## config.mk

```make
export PLATFORM = sky130hd
export DESIGN_NAME = mc_sequencer
export DESIGN_NICKNAME = d
export VERILOG_FILES = /design/src/rtl/mc_pkg.sv /design/src/rtl/mc_sequencer_onehot_chk.sv /design/src/rtl/mc_sequencer.sv
export SDC_FILE = /design/constraint.sdc
export NUM_CORES = 1
export LEC_CHECK = 0
export CAP_MARGIN = 40
export CORE_MARGIN = 4
export CORE_UTILIZATION = 48
export DETAILED_ROUTE_END_ITERATION = 10
export MAX_ROUTING_LAYER = met4
export PLACE_DENSITY = 0.8
export SLEW_MARGIN = 20
export SYNTH_ARGS = -nofsm -noshare
export SYNTH_HDL_FRONTEND = slang
export SYNTH_SLANG_ARGS = --single-unit
export TNS_END_PERCENT = 30
```

## constraint.sdc

```tcl
create_clock -name clk -period 3.8 [get_ports clk]
set_clock_uncertainty 0.1 [all_clocks]
set_input_delay 0.38 -clock clk [delete_from_list [all_inputs] [get_ports clk]]
set_output_delay 0.38 -clock clk [all_outputs]
set_load 0.02 [all_outputs]
```

## src/rtl/mc_pkg.sv

```systemverilog
// Shared constants for the multi-cycle control sequencer: state codes, one-hot op bit indices
// in ISA order (add..jal at 0..30), and trap cause codes.
package mc_pkg;

    localparam int OP_W = 31;

    localparam logic [2:0] ST_IF   = 3'd0;
    localparam logic [2:0] ST_ID   = 3'd1;
    localparam logic [2:0] ST_EX   = 3'd2;
    localparam logic [2:0] ST_MEM  = 3'd3;
    localparam logic [2:0] ST_WB   = 3'd4;
    localparam logic [2:0] ST_TRAP = 3'd5;

    localparam int OP_ADD  = 0;
    localparam int OP_ADDU = 1;
    localparam int OP_JR   = 16;
    localparam int OP_LW   = 22;
    localparam int OP_SW   = 23;
    localparam int OP_BEQ  = 24;
    localparam int OP_BNE  = 25;
    localparam int OP_J    = 29;
    localparam int OP_JAL  = 30;

    localparam logic [1:0] CAUSE_NONE    = 2'd0;
    localparam logic [1:0] CAUSE_ILLEGAL = 2'd1;
    localparam logic [1:0] CAUSE_BUS     = 2'd2;

endpackage

```

## src/rtl/mc_sequencer_onehot_chk.sv

```systemverilog
// Purpose: flags whether the decoded op vector has exactly one bit set.
// Latency: combinational, zero cycles.
// Backpressure: none; pure function of op.
module mc_onehot_chk
    import mc_pkg::*;
(
    input  logic [OP_W-1:0] op,
    output logic            legal
);

    // Clearing the lowest set bit leaves zero only for a single-bit vector.
    assign legal = (op != '0) && ((op & (op - OP_W'(1))) == '0);

endmodule

```

## src/rtl/mc_sequencer.sv

```systemverilog
// Purpose: IF/ID/EX/MEM/WB control sequencer driving PC, IR, regfile and dram strobes, plus counters.
// Latency: 2 (jumps), 3 (branches), 4 (ALU, sw), 5 (lw) cycles, plus run=0 stalls and MEM waits.
// Backpressure: run=0 holds in IF; MEM holds until mem_ready or traps after MEM_TIMEOUT cycles.
module mc_sequencer
    import mc_pkg::*;
#(
    parameter int MEM_TIMEOUT = 16,
    parameter int CNT_W       = 32
) (
    input  logic             clk,
    input  logic             rst,
    input  logic             run,
    input  logic [30:0]      op,
    input  logic             zero,
    input  logic             mem_ready,
    output logic             imem_r,
    output logic             ir_we,
    output logic             pc_we,
    output logic             br_take,
    output logic             rf_we,
    output logic             dm_cs,
    output logic             dm_r,
    output logic             dm_w,
    output logic [2:0]       state,
    output logic             trap,
    output logic [1:0]       trap_cause,
    output logic [CNT_W-1:0] cycle_cnt,
    output logic [CNT_W-1:0] instr_cnt
);

    logic       legal;
    logic [2:0] nxt_state;
    logic [1:0] nxt_cause;
    logic       retire;
    logic [7:0] stb;
    logic [7:0] wait_cnt;
    logic       mem_timeout;

    mc_onehot_chk u_onehot_chk (
        .op    (op),
        .legal (legal)
    );

    assign mem_timeout = (wait_cnt == 8'(MEM_TIMEOUT - 1));

    // stb bit order: imem_r, ir_we, pc_we, br_take, rf_we, dm_cs, dm_r, dm_w
    always_comb begin
        stb       = '0;
        nxt_state = state;
        nxt_cause = trap_cause;
        retire    = 1'b0;
        case (state)
            ST_IF: begin
                if (run) begin
                    stb[7:6]  = 2'b11;
                    nxt_state = ST_ID;
                end
            end
            ST_ID: begin
                if (!legal) begin
                    nxt_state = ST_TRAP;
                    nxt_cause = CAUSE_ILLEGAL;
                end else if (op[OP_J] || op[OP_JR] || op[OP_JAL]) begin
                    stb[5]    = 1'b1;
                    stb[3]    = op[OP_JAL];
                    retire    = 1'b1;
                    nxt_state = ST_IF;
                end else begin
                    nxt_state = ST_EX;
                end
            end
            ST_EX: begin
                if (op[OP_BEQ] || op[OP_BNE]) begin
                    stb[5]    = 1'b1;
                    stb[4]    = (op[OP_BEQ] & zero) | (op[OP_BNE] & ~zero);
                    retire    = 1'b1;
                    nxt_state = ST_IF;
                end else if (op[OP_LW] || op[OP_SW]) begin
                    nxt_state = ST_MEM;
                end else begin
                    nxt_state = ST_WB;
                end
            end
            ST_MEM: begin
                // A ready arriving on the last allowed cycle still completes the access.
                if (mem_ready || !mem_timeout) begin
                    stb[2:0] = {1'b1, op[OP_LW], op[OP_SW]};
                end
                if (mem_ready) begin
                    if (op[OP_LW]) begin
                        nxt_state = ST_WB;
                    end else begin
                        stb[5]    = 1'b1;
                        retire    = 1'b1;
                        nxt_state = ST_IF;
                    end
                end else if (mem_timeout) begin
                    nxt_state = ST_TRAP;
                    nxt_cause = CAUSE_BUS;
                end
            end
            ST_WB: begin
                stb[5]    = 1'b1;
                stb[3]    = 1'b1;
                retire    = 1'b1;
                nxt_state = ST_IF;
            end
            default: begin
            end
        endcase
    end

    assign {imem_r, ir_we, pc_we, br_take, rf_we, dm_cs, dm_r, dm_w} = rst ? 8'd0 : stb;
    assign trap = (state == ST_TRAP);

    always_ff @(posedge clk) begin
        if (rst) begin
            state      <= ST_IF;
            trap_cause <= CAUSE_NONE;
            wait_cnt   <= '0;
            cycle_cnt  <= '0;
            instr_cnt  <= '0;
        end else begin
            state      <= nxt_state;
            trap_cause <= nxt_cause;
            if (state != ST_MEM) begin
                wait_cnt <= '0;
            end else if (!mem_ready) begin
                wait_cnt <= wait_cnt + 8'd1;
            end
            if (state != ST_TRAP) begin
                cycle_cnt <= cycle_cnt + CNT_W'(1);
            end
            if (retire) begin
                instr_cnt <= instr_cnt + CNT_W'(1);
            end
        end
    end

endmodule
```

# After elaboration in Yosys (flattened, before gate mapping)
# Index checks and enable logic that the tools add are counted.
[op_classes]
n_addsub = 4
eq_ne = 13
mux = 30
n_bitwise = 5
n_reduce_logical = 15
[op_table]
columns = ["cell", "count"]
rows = [
  ["$add A32 B1 Y32 const B", 2],
  ["$and A31 B31 Y31", 1],
  ["$logic_not A31 Y1", 1],
  ["$reduce_bool A31 Y1", 1],
  ["$sub A31 B1 Y31 const B", 1],
  ["$mux W3", 9],
  ["$pmux W3 S5", 1],
  ["$mux W2", 7],
  ["$add A8 B1 Y8 const B", 1],
  ["$eq A8 B4 Y1 const B", 1],
  ["$mux W1", 8],
  ["$mux W8", 1],
  ["$ne A2 B2 Y1 const B", 4],
  ["$pmux W1 S4", 2],
  ["$eq A3 B2 Y1 const B", 2],
  ["$eq A3 B3 Y1 const B", 2],
  ["$ne A3 B3 Y1 const B", 2],
  ["$logic_or A1 B1 Y1", 5],
  ["$reduce_bool A5 Y1", 1],
  ["$pmux W2 S2", 1],
  ["$reduce_and A4 Y1", 1],
  ["$eq A3 B1 Y1 const B", 1],
  ["$logic_not A3 Y1", 1],
  ["$ne A3 B2 Y1 const B", 1],
  ["other kinds (9)", 10],
]
[totals]
reg_bits = 77
output_inout_bits = 78
word_cells = 72

# Depth between registers and ports, before layout
[logic_depth]
word_depth = 7
ltp_mapped = 11
mapped_depth_nobuf = 8

# Modules after synthesis
# A second synthesis with hierarchy kept.
[unflattened]
hier_cells = 538
hier_area_um2 = 4317.9
[by_module_without_submodules]
columns = ["mod", "n_inst", "cells_each", "area_each_um2", "seq_area_each_um2"]
rows = [
  ["mc_sequencer", 1, 475, 3892.5, 1541.5],
  ["mc_onehot_chk", 1, 63, 425.4, 0.0],
]

# Worst setup path after synthesis
# OpenSTA, ideal clock, no wires.
[synth_path]
path_type = "input to output"
from = "in op[1]"
to = "out rf_we"
t_arrival_ns = 3.152
required_time_ns = 3.320
setup_slack_ns = 0.168
stages = 10
n_path_buf = 2
cell_sequence = "or4_1 > buf_2 > nor4_4 > nand2_1 > a2111oi_0 > or3_1 > or4b_1 > clkbuf_1 > a2bb2oi_1 > nor3_1"
[synth_via]
elab_chain_len = 7
[synth_lines]
columns = ["item", "line", "text"]
rows = [
  ["from (decl)", "mc_sequencer.sv:13", "input logic [30:0] op,"],
  ["$sub A31 B1 Y31", "mc_sequencer_onehot_chk.sv:12", "assign legal = (op != '0) && ((op & (op - OP_W'(1))) == '0);"],
  ["$and A31 B31 Y31", "mc_sequencer_onehot_chk.sv:12", ""],
  ["$logic_not A31 Y1", "mc_sequencer_onehot_chk.sv:12", ""],
  ["$logic_and A1 B1 Y1 (*)", "mc_sequencer_onehot_chk.sv:12", ""],
  ["$mux W1 (*)", "mc_sequencer.sv:60", "if (!legal) begin"],
  ["$pmux W1 S2 (*)", "mc_sequencer.sv:52", "case (state)"],
  ["$mux W8 (*)", "mc_sequencer.sv:113", "assign {imem_r, ir_we, pc_we, br_take, rf_we, dm_cs, dm_r, dm_w} = rst ? 8'd0 : stb;"],
  ["to (decl)", "mc_sequencer.sv:20", "output logic rf_we,"],
]
# Mark *: on every way between the ends. The rest lies on a longest branch, timed or not.

# Final worst setup path
[layout_path]
from = "in op[4]"
to = "out rf_we"
# Same word-level chain as after synthesis.

==> impl_metrics.toml <==
[flow_run]
drv_cap = 0

[sta]
fin_crit_sh_pct = 97.82
tightest_slew_ns = 0.7483
finalSetupViolCount = 0
fin_crit_ns = 3.717
hold_slack_ns = 0.2950
hold_violations = 0
slew_viol_final = 0
max_freq_ghz = 0.2690
relSlewSlack_pct = 50.11
setup_slack_ns = 0.08276

[synth]
yosys-top-cells-area = "dfxtp_1, xor2_1, a21oi_1"
yosysUniqueCellTypes = 56
synth_top_area_share_pct = 37.42
synth_warnings = 0
synth_common_cells = "dfxtp_1, nor2_1, a21oi_1, nand2_1, o21ai_0"
yosysTopAreaCell = "dfxtp_1"
syn_area_mm2 = 0.004119
syn-num-nets = 555
synth_edf_count = 0
ys_seq_area_share_pct = 37.42
ys.flop_type = "dfxtp_1"
synth_most_common_cell = "dfxtp_1"
syn_inst = 516
syn_avg_cell_area_um2 = 7.982
synth-seq-cells = 77
synth-async-reset-ratio_pct = 0

[critical_path]
rr_startpoint = "state[1]$_SDFFE_PP0P_"
r2r_cells = 9
max_stage_delay_ns = 0.59
reg2reg_to = "cycle_cnt[31]$_SDFFE_PP0N_"
crit_path_cell_trace = "dlymetal6s2s_1 -> or4_4 -> buf_4 -> o31ai_1 -> nand4_1 -> nor3_1 -> nand2_1 -> or4b_4 -> a2bb2oi_2 -> nor3_2 -> buf_2"
cp_top_family = "simple AND/OR/NAND/NOR gates"
cpMaxStageDelayCell = "or4_4"
worstSetupEndpointType = "output pin"
critPathArrivalTime_ns = 3.24
r2r_slack_ns = 0.99
critical_path_required_ns = 3.32
cp-start-kind = "primary input"
crit_fanout = 6
path_depth = 11
worst-path-buf-inv = 3
criticalPathCategory = "in2out"

[die]
start_util_pct = 49.63
die_y_um = 100.6
die_x_um = 100.6
io-pin-count = 114
dieArea_mm2 = 0.01013
core-area_mm2 = 0.008299
std_cell_rows = 33

[layout]
num-fill-cells = 652
area_delta_synth_final_pct = 42.62
nets = 693
antenna_cells = 0
drive_above_1_share_pct = 11.85

[clock_network]
cts-root-buf = "clkbuf_8"
clk-insertion-delay-late_ns = 0.36
htreeDepth = 3
cts.sinks = 77
clkSlewWorstSetupHoldPaths_ns = 0.08
clk_path_buf_depth = 2
cts_tree = "done"
cts_buffers = 9

[global_routing]
grt-ovfl-total = 0
grt_first_pass_wirelength_um = 19430
grt_max_degree = 73
grt_pass1_vias = 4264
antenna_found_initial = 0
grt_use_total_pct = 23.82

[detailed_routing]
drtIter0Drc = 202
detail-route-antenna-nets = 0
wl_um = 11770
dr.pass1.iters = 5
vias = 4417
drc = 0
vias_per_cell = 5.789
wl_per_cell_um = 15.42

[worst_hold_path]
hold_depth = 4
worstHoldEndpoint = "state[2]$_SDFFE_PP0P_"
hp-start = "rst"
hp-class = "in2reg"

[pwr]
vdd_drop_max_v = 0.0001812
powerDensity_mw_per_mm2 = 277.6
leakage_nw = 2.117

[place]
dp_slack_ns = -0.6975
dp_hpwl_um = 8329
finalWeightedCongestion = 0.9024
io_buffers = 113

[outcome]
run_status = "finished, final reports clean"
## per-stage QoR
| step | TNS (ns) | instance area, um2 | utilization [%] | cells | power (mW) |
|---|---|---|---|---|---|
| 5_1_grt | -0.04430 | 5874 | 70.78 | 763 | 1.694 |
| 3_3_place_gp | -1.205 | 5548 | 66.85 | 746 | 1.023 |
| 3_5_place_dp | -3.064 | 5548 | 66.85 | 746 | 1.030 |
| 4_1_cts | -0.1246 | 5766 | 69.47 | 762 | 1.639 |
| 6_report | 0 | 5874 | 70.78 | 763 | 1.631 |
| 2_1_floorplan | 0 | 4119 | - | 516 | 0.9259 |
## layout make-up
type / count / area (um2) / area share [%]
inverters: 10 / 37.54 / 0.6390
flip-flops and latches: 77 / 1541 / 26.24
repair buffers: 152 / 1458 / 24.81
clock inverters: 5 / 60.06 / 1.022
multi-input cells: 404 / 2519 / 42.88
well taps: 105 / 131.4 / 2.236
clock buffers: 10 / 127.6 / 2.173
## timing repair
action | 4_1_cts | 5_1_grt
endpoints found under the hold margin | 0 | 0
endpoints found under the setup margin | 2 | 9
resized for setup | 12 | 28
hold buffers | 0 | 0
pin swaps | 4 | 13
setup buffers | 1 | 1
## routing by layer
metal | wire length (um) | track usage [%] | up-vias
li1 | - | - | 2174
met3 | 724 | 5.329 | 22
met5 | 0 | - | -
met1 | 5107 | 28.89 | 2045
met2 | 5735 | 39.44 | 176
met4 | 201 | 7.254 | 0
## state kept, by name, summed over array words and instances, names as in the netlist
name,count
state,3
instr_cnt,32
trap_cause,2
cycle_cnt,32
wait_cnt,8
## placed cells by master (no fill, tap or decap), types with 4 or more instances in the layout
cell | synthesis | routed
a21oi_1 | 42 | 41
and2_1 | 4 | 4
and3_1 | 14 | 14
and4_1 | 5 | 5
buf_4 | 1 | 39
clkbuf_8 | 0 | 9
clkdlybuf4s50_1 | 0 | 92
dfxtp_1 | 77 | 77
dlymetal6s2s_1 | 0 | 18
inv_1 | 10 | 10
nand2_1 | 39 | 38
nand3_1 | 30 | 29
nand4_1 | 16 | 16
nor2_1 | 54 | 54
nor3_1 | 15 | 14
nor4_1 | 6 | 6
o21a_1 | 4 | 4
o21ai_0 | 34 | 34
o31ai_1 | 11 | 11
or3_1 | 33 | 33
or4_1 | 13 | 12
or4_4 | 3 | 4
xnor2_1 | 6 | 6
xor2_1 | 25 | 25
## cells by family (layout without fill, tap and decap cells)
group / after synthesis / in the layout / share of synthesized area, %
and+or+nand+nor: 250 / 250 / 33.14
AOI/OAI and AO/OA: 114 / 114 / 16.95
DFF: 77 / 77 / 37.42
buffers and inverters: 35 / 177 / 3.493
xor gates and xnor gates: 31 / 31 / 6.592
adders and majority gates: 5 / 5 / 1.397
muxes: 4 / 4 / 1.002
## worst min-delay path, cell delays in order
cell	delay, ns
buf_2	0.09
nor3_1	0.07
nand2_1	0.07
o32ai_1	0.07
## worst max path at each step
stage	start	end	slack [ns]
floorplan	op[1]	rf_we	0.17
global placement	op[1]	rf_we	-0.56
detailed placement	op[1]	rf_we	-0.70
CTS	op[4]	rf_we	-0.12
global route	op[7]	rf_we	-0.04
finish	op[4]	rf_we	0.08
## report_power, final
group / switching [mW] / internal (mW) / leakage [nW]
Clock: 0.310 / 0.303 / 0.0927
Combinational: 0.101 / 0.0924 / 1.40
Sequential: 0.0107 / 0.813 / 0.621
Total: 0.422 / 1.21 / 2.12
No activity file was read; power rests on OpenSTA's default activity.
